## src/rtl/hazard_pkg.sv

```systemverilog
// Shared types and constants for the pipeline hazard controller.
// Holds no logic; pulls in no latency or flow-control behaviour.
package hazard_pkg;

    typedef enum logic [1:0] {
        FWD_RF  = 2'b00,
        FWD_WB  = 2'b01,
        FWD_MEM = 2'b10
    } fwd_sel_t;

    typedef enum logic {
        IDLE = 1'b0,
        BUSY = 1'b1
    } mc_state_t;

    localparam logic [3:0] PC_REG = 4'd15;

endpackage

```

## src/rtl/mul_busy_fsm.sv

```systemverilog
// Multiply occupancy tracker: busy for MUL_LAT-1 cycles after an unkilled start.
// Latency: busy rises the cycle after start. No backpressure; the stall outputs are driven from busy.
module mul_busy_fsm
    import hazard_pkg::*;
#(
    parameter int MUL_LAT = 4
) (
    input  logic clk,
    input  logic reset,
    input  logic start,
    input  logic kill,
    output logic busy
);

    // The entry cycle counts toward MUL_LAT, so the count covers the remaining BUSY cycles minus one.
    localparam logic [3:0] CNT_LOAD = 4'(MUL_LAT - 2);

    mc_state_t  state_q, state_d;
    logic [3:0] cnt_q, cnt_d;

    always_ff @(posedge clk) begin
        if (reset) begin
            state_q <= IDLE;
            cnt_q   <= 4'd0;
        end else begin
            state_q <= state_d;
            cnt_q   <= cnt_d;
        end
    end

    always_comb begin
        state_d = state_q;
        cnt_d   = cnt_q;
        unique case (state_q)
            IDLE: begin
                if (start && !kill) begin
                    state_d = BUSY;
                    cnt_d   = CNT_LOAD;
                end
            end
            BUSY: begin
                if (cnt_q == 4'd0) begin
                    state_d = IDLE;
                end else begin
                    cnt_d = cnt_q - 4'd1;
                end
            end
            default: state_d = IDLE;
        endcase
    end

    assign busy = (state_q == BUSY);

endmodule

```

## src/rtl/hazard_ctrl.sv

```systemverilog
// Five-stage pipeline hazard controller: forwarding selects, stall/flush controls, perf counters.
// Latency: controls are combinational; counters show an event one cycle later. Stalls are the pipeline's backpressure.
module hazard_ctrl
    import hazard_pkg::*;
#(
    parameter int MUL_LAT = 4,
    parameter int CNT_W   = 16
) (
    input  logic             clk,
    input  logic             reset,
    input  logic [3:0]       RA1D,
    input  logic [3:0]       RA2D,
    input  logic [3:0]       RA3D,
    input  logic             UseAD,
    input  logic             UseBD,
    input  logic             UseCD,
    input  logic [3:0]       RA1E,
    input  logic [3:0]       RA2E,
    input  logic [3:0]       WA3E,
    input  logic [3:0]       WA3M,
    input  logic [3:0]       WA3W,
    input  logic             RegWriteE,
    input  logic             RegWriteM,
    input  logic             RegWriteW,
    input  logic             MemtoRegE,
    input  logic             PCSrcD,
    input  logic             PCSrcE,
    input  logic             PCSrcM,
    input  logic             PCSrcW,
    input  logic             BranchTakenE,
    input  logic             MulStartE,
    output logic [1:0]       ForwardAE,
    output logic [1:0]       ForwardBE,
    output logic             StallF,
    output logic             StallD,
    output logic             StallE,
    output logic             FlushD,
    output logic             FlushE,
    output logic             FlushM,
    output logic             MulBusyE,
    output logic [CNT_W-1:0] StallCnt,
    output logic [CNT_W-1:0] FlushCnt
);

    fwd_sel_t         fwd_a, fwd_b;
    logic             ldr_stall, pc_pend;
    logic [CNT_W-1:0] stall_cnt_q, stall_cnt_d;
    logic [CNT_W-1:0] flush_cnt_q, flush_cnt_d;

    mul_busy_fsm #(.MUL_LAT(MUL_LAT)) u_mul_fsm (
        .clk   (clk),
        .reset (reset),
        .start (MulStartE),
        .kill  (BranchTakenE),
        .busy  (MulBusyE)
    );

    // M beats W since it holds the younger result; R15 always reads the live PC path.
    always_comb begin
        fwd_a = FWD_RF;
        if (RegWriteM && (WA3M == RA1E) && (RA1E != PC_REG))      fwd_a = FWD_MEM;
        else if (RegWriteW && (WA3W == RA1E) && (RA1E != PC_REG)) fwd_a = FWD_WB;

        fwd_b = FWD_RF;
        if (RegWriteM && (WA3M == RA2E) && (RA2E != PC_REG))      fwd_b = FWD_MEM;
        else if (RegWriteW && (WA3W == RA2E) && (RA2E != PC_REG)) fwd_b = FWD_WB;
    end

    assign ForwardAE = fwd_a;
    assign ForwardBE = fwd_b;

    assign ldr_stall = MemtoRegE && RegWriteE &&
                       ((UseAD && (RA1D == WA3E)) ||
                        (UseBD && (RA2D == WA3E)) ||
                        (UseCD && (RA3D == WA3E)));
    assign pc_pend   = PCSrcD || PCSrcE || PCSrcM;

    assign StallF = ldr_stall || pc_pend || MulBusyE;
    assign StallD = ldr_stall || MulBusyE;
    assign StallE = MulBusyE;
    assign FlushD = (pc_pend || PCSrcW || BranchTakenE) && !MulBusyE;
    assign FlushE = (ldr_stall || BranchTakenE) && !MulBusyE;
    assign FlushM = MulBusyE;

    always_comb begin
        stall_cnt_d = stall_cnt_q;
        flush_cnt_d = flush_cnt_q;
        if (StallD && (stall_cnt_q != '1)) stall_cnt_d = stall_cnt_q + 1'b1;
        if (FlushE && (flush_cnt_q != '1)) flush_cnt_d = flush_cnt_q + 1'b1;
    end

    always_ff @(posedge clk) begin
        if (reset) begin
            stall_cnt_q <= '0;
            flush_cnt_q <= '0;
        end else begin
            stall_cnt_q <= stall_cnt_d;
            flush_cnt_q <= flush_cnt_d;
        end
    end

    assign StallCnt = stall_cnt_q;
    assign FlushCnt = flush_cnt_q;

endmodule

```

## config.mk

```make
export PLATFORM = sky130hd
export DESIGN_NAME = hazard_ctrl
export DESIGN_NICKNAME = d
export VERILOG_FILES = /design/src/rtl/hazard_pkg.sv /design/src/rtl/mul_busy_fsm.sv /design/src/rtl/hazard_ctrl.sv
export SDC_FILE = /design/constraint.sdc
export NUM_CORES = 1
export LEC_CHECK = 0
export ABC_CLOCK_PERIOD_IN_PS = 3600
export CORE_MARGIN = 2
export CORE_UTILIZATION = 45
export CTS_CLUSTER_DIAMETER = 60
export DETAILED_ROUTE_END_ITERATION = 10
export PLACE_DENSITY = 0.78
export SLEW_MARGIN = 10
export SYNTH_ARGS = -nofsm -noshare
export SYNTH_HDL_FRONTEND = slang
export SYNTH_SLANG_ARGS = --single-unit
export TNS_END_PERCENT = 100
```

## constraint.sdc

```tcl
create_clock -name clk -period 3.6 [get_ports clk]
set_input_delay 1.08 -clock clk [delete_from_list [all_inputs] [get_ports clk]]
set_output_delay 1.08 -clock clk [all_outputs]
set_load 0.01 [all_outputs]
```

==> After elaboration in Yosys (flattened, before gate mapping) <==
Index checks and enable logic that the tools add are counted.
{ "classes": {"bitwise": 1, "n_eq_ne": 13, "add_sub_neg": 3, "reduce_logical": 32, "n_mux": 10} }
{ "ops": {"columns": ["cell", "n"], "rows": [
  ["$add 16x1->16 const B", 2],
  ["$ne 16x16->1 const B", 2],
  ["$eq 4x4->1", 7],
  ["$logic_and 1x1->1", 18],
  ["$logic_or 1x1->1", 10],
  ["$mux 4", 2],
  ["$ne 4x4->1 const B", 2],
  ["$pmux 4 s2", 1],
  ["$logic_not 4->1", 1],
  ["$mux 1", 4],
  ["$mux 2", 2],
  ["$sub 4x1->4 const B", 1],
  ["$logic_not 1->1", 2],
  ["$ne 2x1->1 const B", 1],
  ["$ne 2x2->1 const B", 1],
  ["$pmux 1 s2", 1],
  ["$reduce_and 2->1", 1],
  ["$not 1->1", 1]
]} }
{ "word_totals": {"output_inout_bits": 43, "inputBits": 47, "ff_bits": 37} }

==> Depth between registers and ports, before layout <==
{ "logic_depth": {"word_depth": 8, "ltp_mapped": 8, "mapped_depth_nobuf": 7} }

==> Modules after synthesis <==
From an unflattened synthesis, not the netlist that was laid out.
{ "hier_totals": {"cells_unflattened": 272, "area_unflattened_um2": 2332.2} }
{ "modules_own_cells": {"columns": ["mod", "cells_each", "instances", "area_each_um2"], "rows": [
  ["hazard_ctrl", 246, 1, 2049.5],
  ["mul_busy_fsm", 26, 1, 282.8]
]} }

==> Worst setup path after synthesis <==
No wires, ideal clock.
{ "synth_timing": {"kind": "input port to output port", "from": "input port RA1D[3]", "to": "output port FlushE", "setup_slack_ps": 253, "required_ps": 2520, "arrival_time_ps": 2267, "stages": 5, "n_path_buf": 1, "cell_sequence": "xor2_1 -> nor4_2 -> o311ai_2 -> buf_2 -> a21oi_1"} }
{ "synth_via": {"elab_chain_cells": 7} }
{ "synth_lines": {"columns": ["element", "line_no", "source"], "rows": [
  ["start, declared", "hazard_ctrl.sv:11", "input logic [3:0] RA1D,"],
  ["$eq 4x4->1", "hazard_ctrl.sv:73", "((UseAD && (RA1D == WA3E)) ||"],
  ["$logic_and 1x1->1", "hazard_ctrl.sv:73", null],
  ["$logic_or 1x1->1", "hazard_ctrl.sv:73", null],
  ["$logic_or 1x1->1", "hazard_ctrl.sv:74", "(UseBD && (RA2D == WA3E)) ||"],
  ["$logic_and 1x1->1", "hazard_ctrl.sv:72", "assign ldr_stall = MemtoRegE && RegWriteE &&"],
  ["$logic_or 1x1->1", "hazard_ctrl.sv:82", "assign FlushE = (ldr_stall || BranchTakenE) && !MulBusyE;"],
  ["$logic_and 1x1->1", "hazard_ctrl.sv:82", null],
  ["end, declared", "hazard_ctrl.sv:38", "output logic FlushE,"]
]} }
No other way between the ends.

==> Final worst setup path <==
{ "layout_timing": {"from": "input port WA3E[3]", "to": "output port StallF"} }
{ "layout_via": {"elab_chain_cells": 7, "word_cells_on_any_way": 11} }
{ "layout_lines": {"columns": ["element", "line_no", "source"], "rows": [
  ["start, declared", "hazard_ctrl.sv:19", "input logic [3:0] WA3E,"],
  ["$eq 4x4->1, on equally long branches", "hazard_ctrl.sv:73, hazard_ctrl.sv:74", null],
  ["$logic_and 1x1->1, on equally long branches", "hazard_ctrl.sv:73, hazard_ctrl.sv:74", null],
  ["$logic_or 1x1->1", "hazard_ctrl.sv:73", null],
  ["$logic_or 1x1->1 *", "hazard_ctrl.sv:74", null],
  ["$logic_and 1x1->1 *", "hazard_ctrl.sv:72", null],
  ["$logic_or 1x1->1 * (2 in a row)", "hazard_ctrl.sv:78", "assign StallF = ldr_stall || pc_pend || MulBusyE;"],
  ["end, declared", "hazard_ctrl.sv:34", "output logic StallF,"]
]} }
Mark *: on every way between the ends. The rest lies on a longest branch, timed or not.

==> flow_metrics.tcl <==
set metrics [dict create \
    die_w_um 78.69 \
    p_leak_nw 1.354 \
    fillers 461 \
    yosysWarningCount 0 \
    h-tree-depth 2 \
    fin_worst_skew_ns 0.004854 \
    path_class "input port to output port" \
    yosysTopAreaCellShare_pct 29.51 \
    wire_per_inst_um 15.13 \
    track_usage_pct 24.44 \
    port_buffers 89 \
    cp_data_arrival_time_ns 2.46 \
    fin_crit_sh_pct 98.29 \
    power_frac_clock_pct 30.1 \
    swShare_pct 27.86 \
    intPower_mw 0.6399 \
    clk_pin_slew_ns 0.07 \
    period_minus_slack_ns 3.538 \
    slew_headroom_pct 41.41 \
    slowest_delay_ns 0.38 \
    min_path_type "register to register" \
    grt_max_degree 51 \
    firstDrtPassIters 4 \
    vias 2718 \
    detailed_place_hpwl_um 5203 \
    layout-drive-gt1-share_pct 17.56 \
    grt_pass1_vias 2688 \
    start_util_pct 46.15 \
    cts_sinks 37 \
    rsz0062_at_grt "no" \
    synth-edff-count 0 \
    clk_latency_ns 0.28 \
    root_buffer "clkbuf_8" \
    fp.dieH_um 78.69 \
    ys_seq_area_share_pct 29.51 \
    synth_nets 363 \
    synthTopCellsByArea "dfxtp_1, mux2_2, xor2_1, nor2_1, a21oi_1" \
    post-route-util_pct 68.00 \
    synth-main-ff-cell "dfxtp_1" \
    worstPathMaxFanout 3 \
    cts-buffers-inserted 5 \
    status "complete, no violations" \
    p_seq_share_pct 47.6 \
    endpoint_kind "output port" \
    switchingPower_mw 0.2471 \
    antenna_found_initial 0 \
    cts_buffer_depth 2 \
    synthArstFlopShare_pct 0 \
    pre_cts_ws_ns -0.6593 \
    drc 0 \
    slowest_stage "nor4_4" \
    avgSynthCellArea_um2 8.019 \
    grt_first_pass_wirelength_um 12210 \
    cts_tree "done" \
    placed_cell_area_um2 3537 \
    via_per_inst 5.639 \
    ir_drop_mv 0.1953 \
    yosys.area.top_type "dfxtp_1" \
    synthTopCellsByCount "dfxtp_1, nor2_1, a21oi_1, nand3_1, nor2b_1" \
    area_growth_pct 47.36 \
    finalWorstSetupSlack_ns 0.06153 \
    required_ns 2.52 \
    ios 90 \
    overflow 0 \
    wirelength_um 7294 \
    cap_violations 0 \
    nets 461 \
    synthCells 313 \
    fin_area_um2 3699 \
    core_area_um2 5439 \
    ant_nets 0 \
    pwr_density_cell_nw_per_um2 239.8 \
    n_antenna_cell 0 \
    gp_congestion 0.7979 \
    maxSlewViolCount 0 \
    tightest_slew_ns 0.8789 \
    combPwrFrac_pct 22.3 \
    rows 27 \
    initialDrtViolationCount 130 \
    ys_ff_latch 37 \
    synthesis.area_um2 2510 \
    max_freq_mhz 282.6 \
    path_cells "clkdlybuf4s15_2, xor2_2, nor4_4, o311ai_4, buf_4, nand3_1, buf_2" \
    finalSetupViolations 0 \
    dieArea_um2 6191 \
    finalHoldViolCount 0 \
    yosysUniqueCellTypes 42 \
    setup_tns_ns 0 \
    synth.most_common_cell "dfxtp_1" \
    startpoint_type "input port" \
]
critical path: cells and delay by family:
family,cells,cell delay (ns)
AND/OR/NAND/NOR,2,0.45
buffers and inverters,3,0.57
AO/OA/AOI/OAI,1,0.14
XOR/XNOR,1,0.21
power by group through the flow:
stage,registers (mW),logic (mW),clock network (mW)
6_report,0.422,0.197,0.267
3_3_place_gp,0.431,0.184,0
4_1_cts,0.422,0.194,0.274
2_1_floorplan,0.430,0.0853,0
3_5_place_dp,0.432,0.189,0
5_1_grt,0.423,0.214,0.292
sequential cells by signal, indices dropped and copies added, names as in the netlist:
name	cells
StallCnt	16
u_mul_fsm.busy	1
u_mul_fsm.cnt_q	4
FlushCnt	16
cell type report:
cell class	instances	area [um^2]	share of cell area, %
multi-input cells	248	1758	47.53
repair buffers	110	1002	27.10
flip-flops and latches	37	740.7	20.03
well taps	72	90.09	2.436
clock buffers	5	68.82	1.861
inverters	9	33.78	0.9134
clock inverters	1	5.005	0.1353
cells by family after synthesis:
group	share of synthesized area (%)
AO/OA/AOI/OAI	15.75
XOR/XNOR	8.724
adder cells (fa/ha/maj)	1.496
buffers and inverters	4.636
flip-flops	29.51
multiplexers	9.372
AND/OR/NAND/NOR	30.51
metal layers:
metal / vias up / part of all wire (%) / track usage [%]
met4: 0 / 2.4 / 9.474
met2: 98 / 51 / 42.22
met1: 1283 / 42 / 29.71
li1: 1318 / - / -
met5: - / 0 / 0
met3: 19 / 5.0 / 4.943
worst paths after layout:
path                                   start            to  slack [ns]  depth (start not counted)
worst max register to register   FlushCnt[6]  FlushCnt[13]        1.27                          6
worst min register to register  StallCnt[15]  StallCnt[15]        0.50                          2
worst max-delay path                 WA3E[3]        StallF        0.06                          7
worst min-delay path            StallCnt[15]  StallCnt[15]        0.50                          2
per-stage QoR:
stage	instances	hold slack, ns	power [mW]
global route	482	0.5446	0.9290
global placement	472	0.4865	0.6150
floorplan	313	0.5015	0.5155
finish	482	0.5015	0.8870
detailed placement	472	0.4914	0.6210
CTS	482	0.5010	0.8909
placed cells by master (no fill, tap or decap), types with 8 or more instances in the layout:
cell / synthesis / routed
a211oi_1: 8 / 8
nor2b_1: 20 / 20
nand2_1: 14 / 14
mux2_2: 15 / 15
xor2_1: 18 / 9
clkdlybuf4s50_1: 0 / 65
xor2_2: 0 / 9
a21oi_1: 25 / 24
o21ai_0: 8 / 8
dfxtp_1: 37 / 37
inv_1: 8 / 8
dlygate4sd2_1: 0 / 15
nor2_1: 36 / 36
nand3_1: 22 / 22
nor3_1: 9 / 9
buf_4: 2 / 21
nand4_1: 12 / 12
repair_timing:
| action | CTS | global route |
|---|---|---|
| buffers inserted | 4 | 0 |
| gates resized for setup | 50 | 4 |
| hold buffers | 0 | 0 |
| pin swaps | 15 | 2 |
| setup endpoints to repair | 7 | 4 |
Power figures use the tool's default switching activity.
